===== src/rtl/pwm_breath_ctrl.sv =====
// Breathing-profile sequencer for the 8-bit LED PWM: ramps duty up, holds, ramps down, holds,
// and owns the registered PWM comparator. Duty is only updated at PWM period boundaries.
module pwm_breath_ctrl #(
  parameter logic [7:0] STEP    = 8'd1,
  parameter logic [7:0] PRE_RST = 8'd15,
  parameter logic [7:0] HHI_RST = 8'd0,
  parameter logic [7:0] HLO_RST = 8'd0
) (
  input  logic       clk50,
  input  logic       rst,
  input  logic       cfg_we,
  input  logic [1:0] cfg_addr,
  input  logic [7:0] cfg_wdata,
  output logic [7:0] duty,
  output logic       pwm_out,
  output logic [2:0] state,
  output logic       cycle_done
);

  typedef enum logic [2:0] {
    S_IDLE    = 3'd0,
    S_UP      = 3'd1,
    S_HOLD_HI = 3'd2,
    S_DOWN    = 3'd3,
    S_HOLD_LO = 3'd4
  } state_t;

  state_t     cur, nxt;
  logic [7:0] pre_reg, hhi_reg, hlo_reg;
  logic       oneshot;
  logic [7:0] pwm_cnt, pre_cnt, hold_cnt, duty_work;
  logic [7:0] dw_nxt, hold_nxt;
  logic       done_nxt, pre_clr;
  logic       ctrl_wr, start, stop, bnd, tick;

  // EN acts on the write itself, so a finished one-shot stays idle until EN is written again
  assign ctrl_wr = cfg_we && (cfg_addr == 2'd3);
  assign start   = ctrl_wr && cfg_wdata[0];
  assign stop    = ctrl_wr && !cfg_wdata[0];
  assign bnd     = (pwm_cnt == 8'd255);
  assign tick    = bnd && (pre_cnt >= pre_reg);
  assign state   = cur;

  always_comb begin
    nxt      = cur;
    dw_nxt   = duty_work;
    hold_nxt = hold_cnt;
    done_nxt = 1'b0;
    pre_clr  = 1'b0;
    case (cur)
      S_IDLE: begin
        dw_nxt = '0;
        if (start) begin
          nxt      = S_UP;
          hold_nxt = '0;
          pre_clr  = 1'b1;
        end
      end
      S_UP: if (tick) begin
        if (duty_work > (8'd255 - STEP)) begin
          dw_nxt   = '1;
          hold_nxt = '0;
          nxt      = S_HOLD_HI;
        end else begin
          dw_nxt = duty_work + STEP;
        end
      end
      S_HOLD_HI: if (tick) begin
        if (hold_cnt == hhi_reg) nxt = S_DOWN;
        else hold_nxt = hold_cnt + 8'd1;
      end
      S_DOWN: if (tick) begin
        if (duty_work < STEP) begin
          dw_nxt   = '0;
          hold_nxt = '0;
          nxt      = S_HOLD_LO;
        end else begin
          dw_nxt = duty_work - STEP;
        end
      end
      S_HOLD_LO: if (tick) begin
        if (hold_cnt == hlo_reg) begin
          done_nxt = 1'b1;
          hold_nxt = '0;
          nxt      = oneshot ? S_IDLE : S_UP;
        end else begin
          hold_nxt = hold_cnt + 8'd1;
        end
      end
      default: nxt = S_IDLE;
    endcase
    // An EN=0 write overrides whatever the step logic decided this clock
    if (cur != S_IDLE && stop) begin
      nxt      = S_IDLE;
      dw_nxt   = '0;
      hold_nxt = '0;
      pre_clr  = 1'b1;
      done_nxt = 1'b0;
    end
  end

  always_ff @(posedge clk50 or posedge rst) begin
    if (rst) begin
      cur        <= S_IDLE;
      pre_reg    <= PRE_RST;
      hhi_reg    <= HHI_RST;
      hlo_reg    <= HLO_RST;
      oneshot    <= 1'b0;
      pwm_cnt    <= '0;
      pre_cnt    <= '0;
      hold_cnt   <= '0;
      duty_work  <= '0;
      duty       <= '0;
      pwm_out    <= 1'b0;
      cycle_done <= 1'b0;
    end else begin
      cur        <= nxt;
      duty_work  <= dw_nxt;
      hold_cnt   <= hold_nxt;
      cycle_done <= done_nxt;
      pwm_cnt    <= pwm_cnt + 8'd1;
      pwm_out    <= (pwm_cnt < duty);
      if (bnd) duty <= duty_work;
      if (pre_clr) pre_cnt <= '0;
      else if (bnd) pre_cnt <= tick ? 8'd0 : pre_cnt + 8'd1;
      if (cfg_we) begin
        case (cfg_addr)
          2'd0: pre_reg <= cfg_wdata;
          2'd1: hhi_reg <= cfg_wdata;
          2'd2: hlo_reg <= cfg_wdata;
          2'd3: oneshot <= cfg_wdata[1];
          default: ;
        endcase
      end
    end
  end

endmodule


===== config.mk =====
export PLATFORM = sky130hd
export DESIGN_NAME = pwm_breath_ctrl
export DESIGN_NICKNAME = d
export VERILOG_FILES = /design/src/rtl/pwm_breath_ctrl.sv
export SDC_FILE = /design/constraint.sdc
export NUM_CORES = 1
export LEC_CHECK = 0
export BUFFER_PORTS_ARGS = -buffer_cell sky130_fd_sc_hd__buf_4
export CELL_PAD_IN_SITES_DETAIL_PLACEMENT = 1
export CELL_PAD_IN_SITES_GLOBAL_PLACEMENT = 1
export CORE_MARGIN = 5
export CORE_UTILIZATION = 43
export DETAILED_ROUTE_END_ITERATION = 7
export PLACE_DENSITY = 0.79
export SKIP_CTS_REPAIR_TIMING = 1
export SLEW_MARGIN = 30
export SYNTH_ARGS = -nofsm -noshare
export SYNTH_HDL_FRONTEND = slang
export SYNTH_SLANG_ARGS = --single-unit

===== constraint.sdc =====
create_clock -name clk50 -period 2.4 [get_ports clk50]
set_clock_uncertainty 0.15 [all_clocks]
set_input_delay 0.24 -clock clk50 [delete_from_list [all_inputs] [get_ports clk50]]
set_output_delay 0.24 -clock clk50 [all_outputs]
set_load 0.02 [all_outputs]

==> results.md, run 1 <==
• post-route worst setup slack: -0.1497 ns
• Critical path buffers and inverters: 2
• wire length of the first global-routing pass: 19530 um
• Cell Area, Synth: 4187 um^2
• sequence of cells on the critical path: inv_1 -> ha_4 -> and3_1 -> o21ai_1 -> o311ai_4 -> buf_4 -> a21boi_4 -> nor3_4 -> mux2_4
• synth top area cells: dfrtp_1 (39%), ha_1 (6.3%), mux2_2 (4.8%)
• final setup violation count: 21
• DIE WIDTH: 108.7 um
• flop-to-flop setup slack: -0.15 ns
• number of buffers inserted by port buffering: 25
• Mapped Cells: 431
• Post-Synthesis Net Count: 465
• Fin Hold WS: -0.01115 ns
• Hold Fails Final Rpt: 1
• area of all placed cells without fillers: 5376 um^2
• signal arrival time at the worst endpoint: 2.63 ns
• synthesis-to-layout area growth: 28.42%
• clock network latency to the later pin of the worst-skew pair: 0.36 ns
• final critical-path share of the clock period: 106.2%
• Worst setup SP type: flip-flop
• average via count per standard cell: 5.751
• Most used DFF post-synth: dfrtp_1
• clock transition time at the flip-flop clock pins of the worst setup and hold paths: 0.08 ns
• Max stage delay on crit path: 0.39 ns
• transition time at the pin with the least slew margin: 0.7042 ns
• number of DRC markers after the initial detailed-route iteration: 185
• CP max stage cell: dfrtp_1
• clock tree root driver cell: clkbuf_8
• number of buffers created by CTS: 9
• launch point of the critical path: pre_reg[6]$_DFFE_PP0P_
• worst rel slew slack: 53.05%
• maximum number of pins on one net before global-route repair: 42
• estimated wirelength of the detail-placed design: 8957 um
• CP Max Fanout: 3
• Power per Cell Area: 1017 nW/um^2
• setup repair after global routing missed its margin: yes
• number of cells traversed by the worst register-to-register path: 9
• final wirelength: 12440 um
• Critical Path RT: 2.48 ns
• total number of vias: 3692
• flop and latch count out of synthesis: 70
• Longest Clk Path Bufs: 2
• Tightest Hold Check Type: input pin to flip-flop
• cell row count: 36
• total negative slack: -2.122 ns
• post-synthesis area per instance: 9.713 um^2
• Critical R2R Capture: state[2]$_DFFE_PP0P_
• area of the die: 11810 um^2
• dominant delay contributor by cell family on the critical path: compound AO/OA/AOI/OAI gates
• final period demand of the worst path: 2.550 ns
• outcome: finished, violations left
• Chip Height: 108.7 um
• antenna violations before repair: 0
• total clock sinks: 70
• GPL Wtd Cong: 0.8991
• Final #Nets: 538
• Post-Place Setup Slack: -0.06269 ns
• DRC Markers: 0
• Total GRT Usage: 21.21%
• Post-synth EDFFs: 0
• yosys warns: 0
• Lkg Pwr: 0.002265 uW
• violations in the final reports: hold timing, setup timing
• max-cap check violation count: 0
• endpoint kind of the worst setup timing path: flip-flop
• final antenna-violating net count: 0
• start-to-end type of the worst setup path: flip-flop to flip-flop
• average routed wire per standard cell: 19.38 um
• number of stages on the worst setup path: 9
• highest clock frequency the design can meet: 0.3922 GHz
• share of the yosys chip area belonging to registers: 41.96%
• top-level port count: 26
• max-slew violation count: 0
• final global-route overflow total: 0
• CTS H-tree lvls: 3
• share of synthesized registers carrying an async set or reset: 100.0%
• vias in the first global route: 3886
• clock tree from TritonCTS: done
• standard cell area after detailed placement: 4806 um^2
• Ant. Diodes: 0
• startpoint of the worst-slack reg-to-reg timing path: pre_reg[6]$_DFFE_PP0P_
• Starting Density: 43.43%
• worst setup path endpoint: state[2]$_DFFE_PP0P_
• VDD IR-drop max: 584.0 uV
• post-synthesis cell type with the largest combined area: dfrtp_1
• area of the placeable core: 9639 um^2
• fraction of layout cells with a size suffix above 1: 30.65%
• post-synth top area share: 39.45%
• synth unique cells: 58
• number of detailed-route iterations in the first pass: 4
-- kinds of logic (layout without fill, tap and decap cells) --
kind of cell / after synthesis / in the layout / share of synthesized area (%)
buffers and inverters: 41 / 119 / 4.304
DFF: 70 / 70 / 41.96
AOI/OAI and AO/OA: 117 / 117 / 18.44
and+or+nand+nor: 134 / 134 / 17.69
xor gates and xnor gates: 25 / 25 / 5.230
muxes: 23 / 23 / 6.097
adders and majority gates: 21 / 21 / 6.276
-- worst min-delay path by stage --
stage                       startpoint                      to  slack, ns  cells past startpoint
after CTS                          rst    pwm_cnt[2]$_DFF_PP0_      -0.37                      2
after global placement             rst    pwm_cnt[0]$_DFF_PP0_       0.02                      2
after floorplan           cfg_wdata[2]  pre_reg[2]$_DFFE_PP1P_       0.20                      2
after detailed placement           rst    pwm_cnt[2]$_DFF_PP0_       0.02                      2
after global routing      cfg_wdata[3]  hhi_reg[3]$_DFFE_PP0P_      0.001                      2
final                     cfg_wdata[3]  pre_reg[3]$_DFFE_PP1P_      -0.01                      3
-- worst register-to-register path, cell delays in order (launching register included) --
cell and delay [ns]:
dfrtp_1 0.39, inv_1 0.13, ha_4 0.23, and3_1 0.14, o21ai_1 0.39, o311ai_4 0.21
buf_4 0.19, a21boi_4 0.22, nor3_4 0.07, mux2_4 0.32
-- synth_stat cells (6+ instances only) --
| cell type | number |
|---|---|
| a21oi_1 | 17 |
| nand2b_1 | 10 |
| inv_1 | 24 |
| nand2_1 | 35 |
| a21o_1 | 6 |
| ha_1 | 21 |
| o21ai_0 | 38 |
| o21ai_1 | 10 |
| dfrtp_1 | 66 |
| and3_1 | 12 |
| mux2_2 | 18 |
| buf_2 | 6 |
| nor2_1 | 16 |
| xnor2_1 | 23 |
| clkbuf_1 | 6 |
| nand3_1 | 13 |
| nor3_1 | 10 |
| o41ai_1 | 6 |
| nand4_1 | 13 |
| a211oi_1 | 10 |
-- layout by cell type (no fill, tap or decap), drive strengths merged, types with 3 or more instances in the layout --
| cell type | Yosys | routed |
|---|---|---|
| o31ai | 3 | 3 |
| or3 | 5 | 5 |
| nand3 | 13 | 13 |
| a31oi | 5 | 5 |
| a21o | 7 | 7 |
| nand3b | 3 | 3 |
| dlygate4sd3 | 0 | 6 |
| clkbuf | 6 | 11 |
| ha | 21 | 21 |
| nor2 | 17 | 17 |
| nand2b | 10 | 10 |
| mux2 | 20 | 20 |
| xnor2 | 23 | 23 |
| dfstp | 4 | 4 |
| buf | 11 | 72 |
| nand2 | 36 | 36 |
| o21ai | 48 | 48 |
| nand4 | 13 | 13 |
| inv | 24 | 25 |
| o41ai | 6 | 6 |
| o22ai | 3 | 3 |
| dfrtp | 66 | 66 |
| nor3b | 4 | 4 |
| and3 | 12 | 12 |
| nor3 | 12 | 12 |
| a211oi | 10 | 10 |
| mux2i | 3 | 3 |
| o21a | 5 | 5 |
| a21oi | 17 | 17 |
-- routing by layer --
layer  track usage, %  vias up  part of all wire (%)
met5                0        -                     0
met4            6.583        0                   2.0
met3            2.960       21                   2.8
met2            38.48       77                    53
met1            26.00     1877                    42
li1                 -     1717                     -
-- report_power, final --
| part | switching, uW | leakage (uW) | internal, uW |
|---|---|---|---|
| clock network | 485 | 0.000113 | 621 |
| logic | 1510 | 0.00126 | 1270 |
| registers | 207 | 0.000896 | 1370 |
| total | 2200 | 0.00227 | 3260 |
-- final cells by class --
type | instances | area, um^2
fill | 1079 | 4263
multi-input combinational | 320 | 2479
sequential | 70 | 1758
timing repair buffer | 79 | 651.9
tap | 133 | 166.4
clock buffer | 10 | 137.6
clock inverter | 6 | 93.84
inverter | 24 | 90.09
-- stage by stage --
| step | util [%] | total power, uW | instances |
|---|---|---|---|
| after floorplan | - | 3051 | 431 |
| after global placement | 49.86 | 3795 | 612 |
| after detailed placement | 49.86 | 3924 | 612 |
| after CTS | 52.26 | 5062 | 628 |
| after global routing | 55.78 | 5777 | 642 |
| final | 55.78 | 5466 | 642 |
No activity file was read; power rests on OpenSTA's default activity.
==> run 2: changes to the inputs <==
--- a/config.mk
+++ b/config.mk
@@ -8,11 +8,10 @@
 export BUFFER_PORTS_ARGS = -buffer_cell sky130_fd_sc_hd__buf_4
 export CELL_PAD_IN_SITES_DETAIL_PLACEMENT = 1
 export CELL_PAD_IN_SITES_GLOBAL_PLACEMENT = 1
-export CORE_MARGIN = 5
+export CORE_MARGIN = 8
 export CORE_UTILIZATION = 43
 export DETAILED_ROUTE_END_ITERATION = 7
 export PLACE_DENSITY = 0.79
-export SKIP_CTS_REPAIR_TIMING = 1
 export SLEW_MARGIN = 30
 export SYNTH_ARGS = -nofsm -noshare
 export SYNTH_HDL_FRONTEND = slang
==> run 2 against run 1 <==
The flow finishes with violations (setup timing). Critical path depth decreased by 1. Non-clock buffer count increased by 2. Utilization decreased by 0.29 points. Fmax increased by 0.16%. First-iteration DRC count decreased by 39%. Register-to-register slack about the same. Clock power decreased by 9.9%. Die area increased by 11%. Final cell count increased by 0.31%. Final area decreased by 0.98%. Hold slack improved by 0.064 ns. Combinational power decreased by 3%.
==> results.md, run 2 (synthesized netlist as in run 1, its figures left out) <==
• outcome: finished, violations left
• violations in the final reports: setup timing
• proportion of power drawn by combinational gates: 50.9%, about the same
• synthesis-to-layout area growth: 27.17%
• number of cells traversed by the worst register-to-register path: 8, -1
• area occupied by multi-input gates: 2454 um^2, -1.0%
• max-cap check violation count: 0, unchanged
• final critical-path share of the clock period: 106.1%, -0.17 points
• Final #Nets: 540, +0.37%
• start-to-end type of the worst setup path: flip-flop to flip-flop
• highest clock frequency the design can meet: 0.3928 GHz, +0.16%
• setup repair after global routing missed its margin: yes
• Fin Hold WS: 0.05320 ns, +0.06434 ns
• VDD IR-drop max: 604.5 uV, +3.5%
• final setup violation count: 21, unchanged
• clock network latency to the later pin of the worst-skew pair: 0.36 ns, about the same
• endpoint kind of the worst setup timing path: flip-flop
• average via count per standard cell: 5.736, -0.26%
• DIE WIDTH: 114.7 um, +5.5%
• internal power: 3094 uW, -5.1%
• Critical Path RT: 2.49 ns, about the same
• cell row count: 36, unchanged
• max-slew violation count: 0, unchanged
• DRC Markers: 0, unchanged
• Lkg Pwr: 0.002261 uW, -0.20%
• Longest Clk Path Bufs: 2, unchanged
• wire length of the first global-routing pass: 20980 um, +7.4%
• standard cell area after detailed placement: 4816 um^2, +0.21%
• number of buffers inserted by port buffering: 25, unchanged
• Max stage delay on crit path: 0.56 ns, +0.17 ns
• switching part of the total power: 41.41%, +1.1 points
• number of stages on the worst setup path: 8, -1
• final global-route overflow total: 0, unchanged
• CTS H-tree lvls: 3, unchanged
• GPL Wtd Cong: 0.8664, -3.6%
• signal arrival time at the worst endpoint: 2.63 ns, about the same
• clock transition time at the flip-flop clock pins of the worst setup and hold paths: 0.08 ns, about the same
• Hold Fails Final Rpt: 0, -1
• area occupied by registers: 1757 um^2, about the same
• power dissipated by switching net loads: 2186 uW, -0.83%
• most frequent cells in the layout: buf_4 (68), dfrtp_1 (66), nand2_1 (32)
• worst rel slew slack: 58.77%, +5.7 points
• Post-Place Setup Slack: -0.1115 ns, -0.04880 ns
• Worst setup SP type: flip-flop
• Top Layer Used: met4
• portion of total power attributed to sequential cells: 30.0%, +1.1 points
• area of the placeable core: 9594 um^2, -0.47%
• antenna violations before repair: 0, unchanged
• area of all placed cells without fillers: 5324 um^2, -0.98%
• Chip Height: 114.7 um, +5.5%
• transition time at the pin with the least slew margin: 0.6185 ns, -0.08573 ns
• vias in the first global route: 4138, +6.5%
• final antenna-violating net count: 0, unchanged
• fraction of layout cells with a size suffix above 1: 30.33%, -0.32 points
• Met1 Wirelength: 5377 um, +2.6%
• top-level port count: 26, unchanged
• Ant. Diodes: 0, unchanged
• Clk network pwr share: 19.0%, -1.2 points
• total number of vias: 3694, +0.054%
• average routed wire per standard cell: 20.08 um, +3.6%
• number of DRC markers after the initial detailed-route iteration: 113, -39%
• area of the die: 13150 um^2, +11%
• total clock sinks: 70, unchanged
• met3 routed WL: 403 um, +16%
• post-route worst setup slack: -0.1456 ns, +0.004066 ns
• Cells after DPL: 615, +0.49%
• final wirelength: 12930 um, +3.9%
• estimated wirelength of the detail-placed design: 9072 um, +1.3%
• dominant delay contributor by cell family on the critical path: compound AO/OA/AOI/OAI gates
• maximum number of pins on one net before global-route repair: 71, +69%
• Power per Cell Area: 991.8 nW/um^2, -2.4%
• Tightest Hold Check Type: input pin to flip-flop
• hold path cells: 2, -1
• CP max stage cell: dfstp_2
• clock tree from TritonCTS: done
• Starting Density: 43.64%, +0.20 points
• CP Max Fanout: 6, +3
• Total GRT Usage: 20.49%, -0.72 points
• number of buffers created by CTS: 9, unchanged
• Critical path buffers and inverters: 1, -1
• number of fillers in the final layout: 1090, +1.0%
• sequence of cells on the critical path: ha_4 -> nand2b_4 -> a2111oi_4 -> o311ai_4 -> a311oi_2 -> buf_4 -> a21o_2 -> o22ai_1
• final period demand of the worst path: 2.546 ns, -0.004066 ns
• clock tree root driver cell: clkbuf_8
• number of detailed-route iterations in the first pass: 4, unchanged
• non-filler cells, final: 644, +0.31%
• leading cell type in the layout, fill and taps excluded: buf_4
• DR WL met2: 6886 um, +4.1%
[run 2: cell count changes in the layout (fill, tap and decap cells not counted), moves of 3 or more]
cell / delta
inv_2: -3
ha_1: +3
o21ai_0: -7
ha_4: -3
buf_6: +3
o21ai_1: +5
inv_1: +3
[run 2: worst reg2reg max path, cell delays in order, from the launching register on]
cell,delay [ns]
dfstp_2,0.56
ha_4,0.20
nand2b_4,0.16
a2111oi_4,0.45
o311ai_4,0.14
a311oi_2,0.32
buf_4,0.17
a21o_2,0.18
o22ai_1,0.09
[run 2: what timing repair did]
action	CTS	global route
hold buffers	8	0
resized for setup	21	28
hold endpoints to repair	85	0
setup buffers	2	3
cloned	1	0
endpoints found under the setup margin	19	25
pin swaps	10	13
[run 2: final timing paths]
kind,endpoint,from,slack (ns)
worst min-delay path,hlo_reg[0]$_DFFE_PP0P_,cfg_wdata[0],0.05
worst max register to register,duty_work[0]$_DFFE_PP0P_,pre_reg[0]$_DFFE_PP1P_,-0.15
worst min register to register,pwm_cnt[5]$_DFF_PP0_,pwm_cnt[5]$_DFF_PP0_,0.37
min in group asynchronous,pwm_cnt[4]$_DFF_PP0_,rst,0.37
max in group asynchronous,pre_reg[2]$_DFFE_PP1P_,rst,1.40
worst max-delay path,duty_work[0]$_DFFE_PP0P_,pre_reg[0]$_DFFE_PP1P_,-0.15
[run 2: area by class of cell]
| type | count | area share, % |
|---|---|---|
| clock buffer | 13 | 2.985 |
| clock inverter | 3 | 0.7991 |
| timing repair buffer | 81 | 12.31 |
| tap | 133 | 3.126 |
| multi-input combinational | 320 | 46.09 |
| inverter | 24 | 1.692 |
| sequential | 70 | 33.00 |
[run 2: power groups by stage]
| stage | combinational (uW) | clock [uW] | sequential (uW) |
|---|---|---|---|
| after floorplan | 1500 | 0 | 1560 |
| after global placement | 2170 | 0 | 1580 |
| after detailed placement | 2260 | 0 | 1600 |
| after CTS | 2490 | 1020 | 1580 |
| after global routing | 2880 | 1080 | 1610 |
| final | 2690 | 1000 | 1590 |
[run 2: through the flow]
step	TNS [ns]	power (uW)	util, %
6_report	-1.933	5280	55.49
2_1_floorplan	0	3051	-
5_1_grt	-3.952	5566	55.49
3_5_place_dp	-1.033	3859	50.20
4_1_cts	-1.333	5094	54.34
3_3_place_gp	0	3746	50.20
[run 2: per-layer routing]
layer | GRT usage [%] | vias to the layer above
li1 | - | 1726
met1 | 22.72 | 1880
met2 | 36.97 | 65
met3 | 4.219 | 23
met4 | 8.784 | 0
met5 | 0 | -
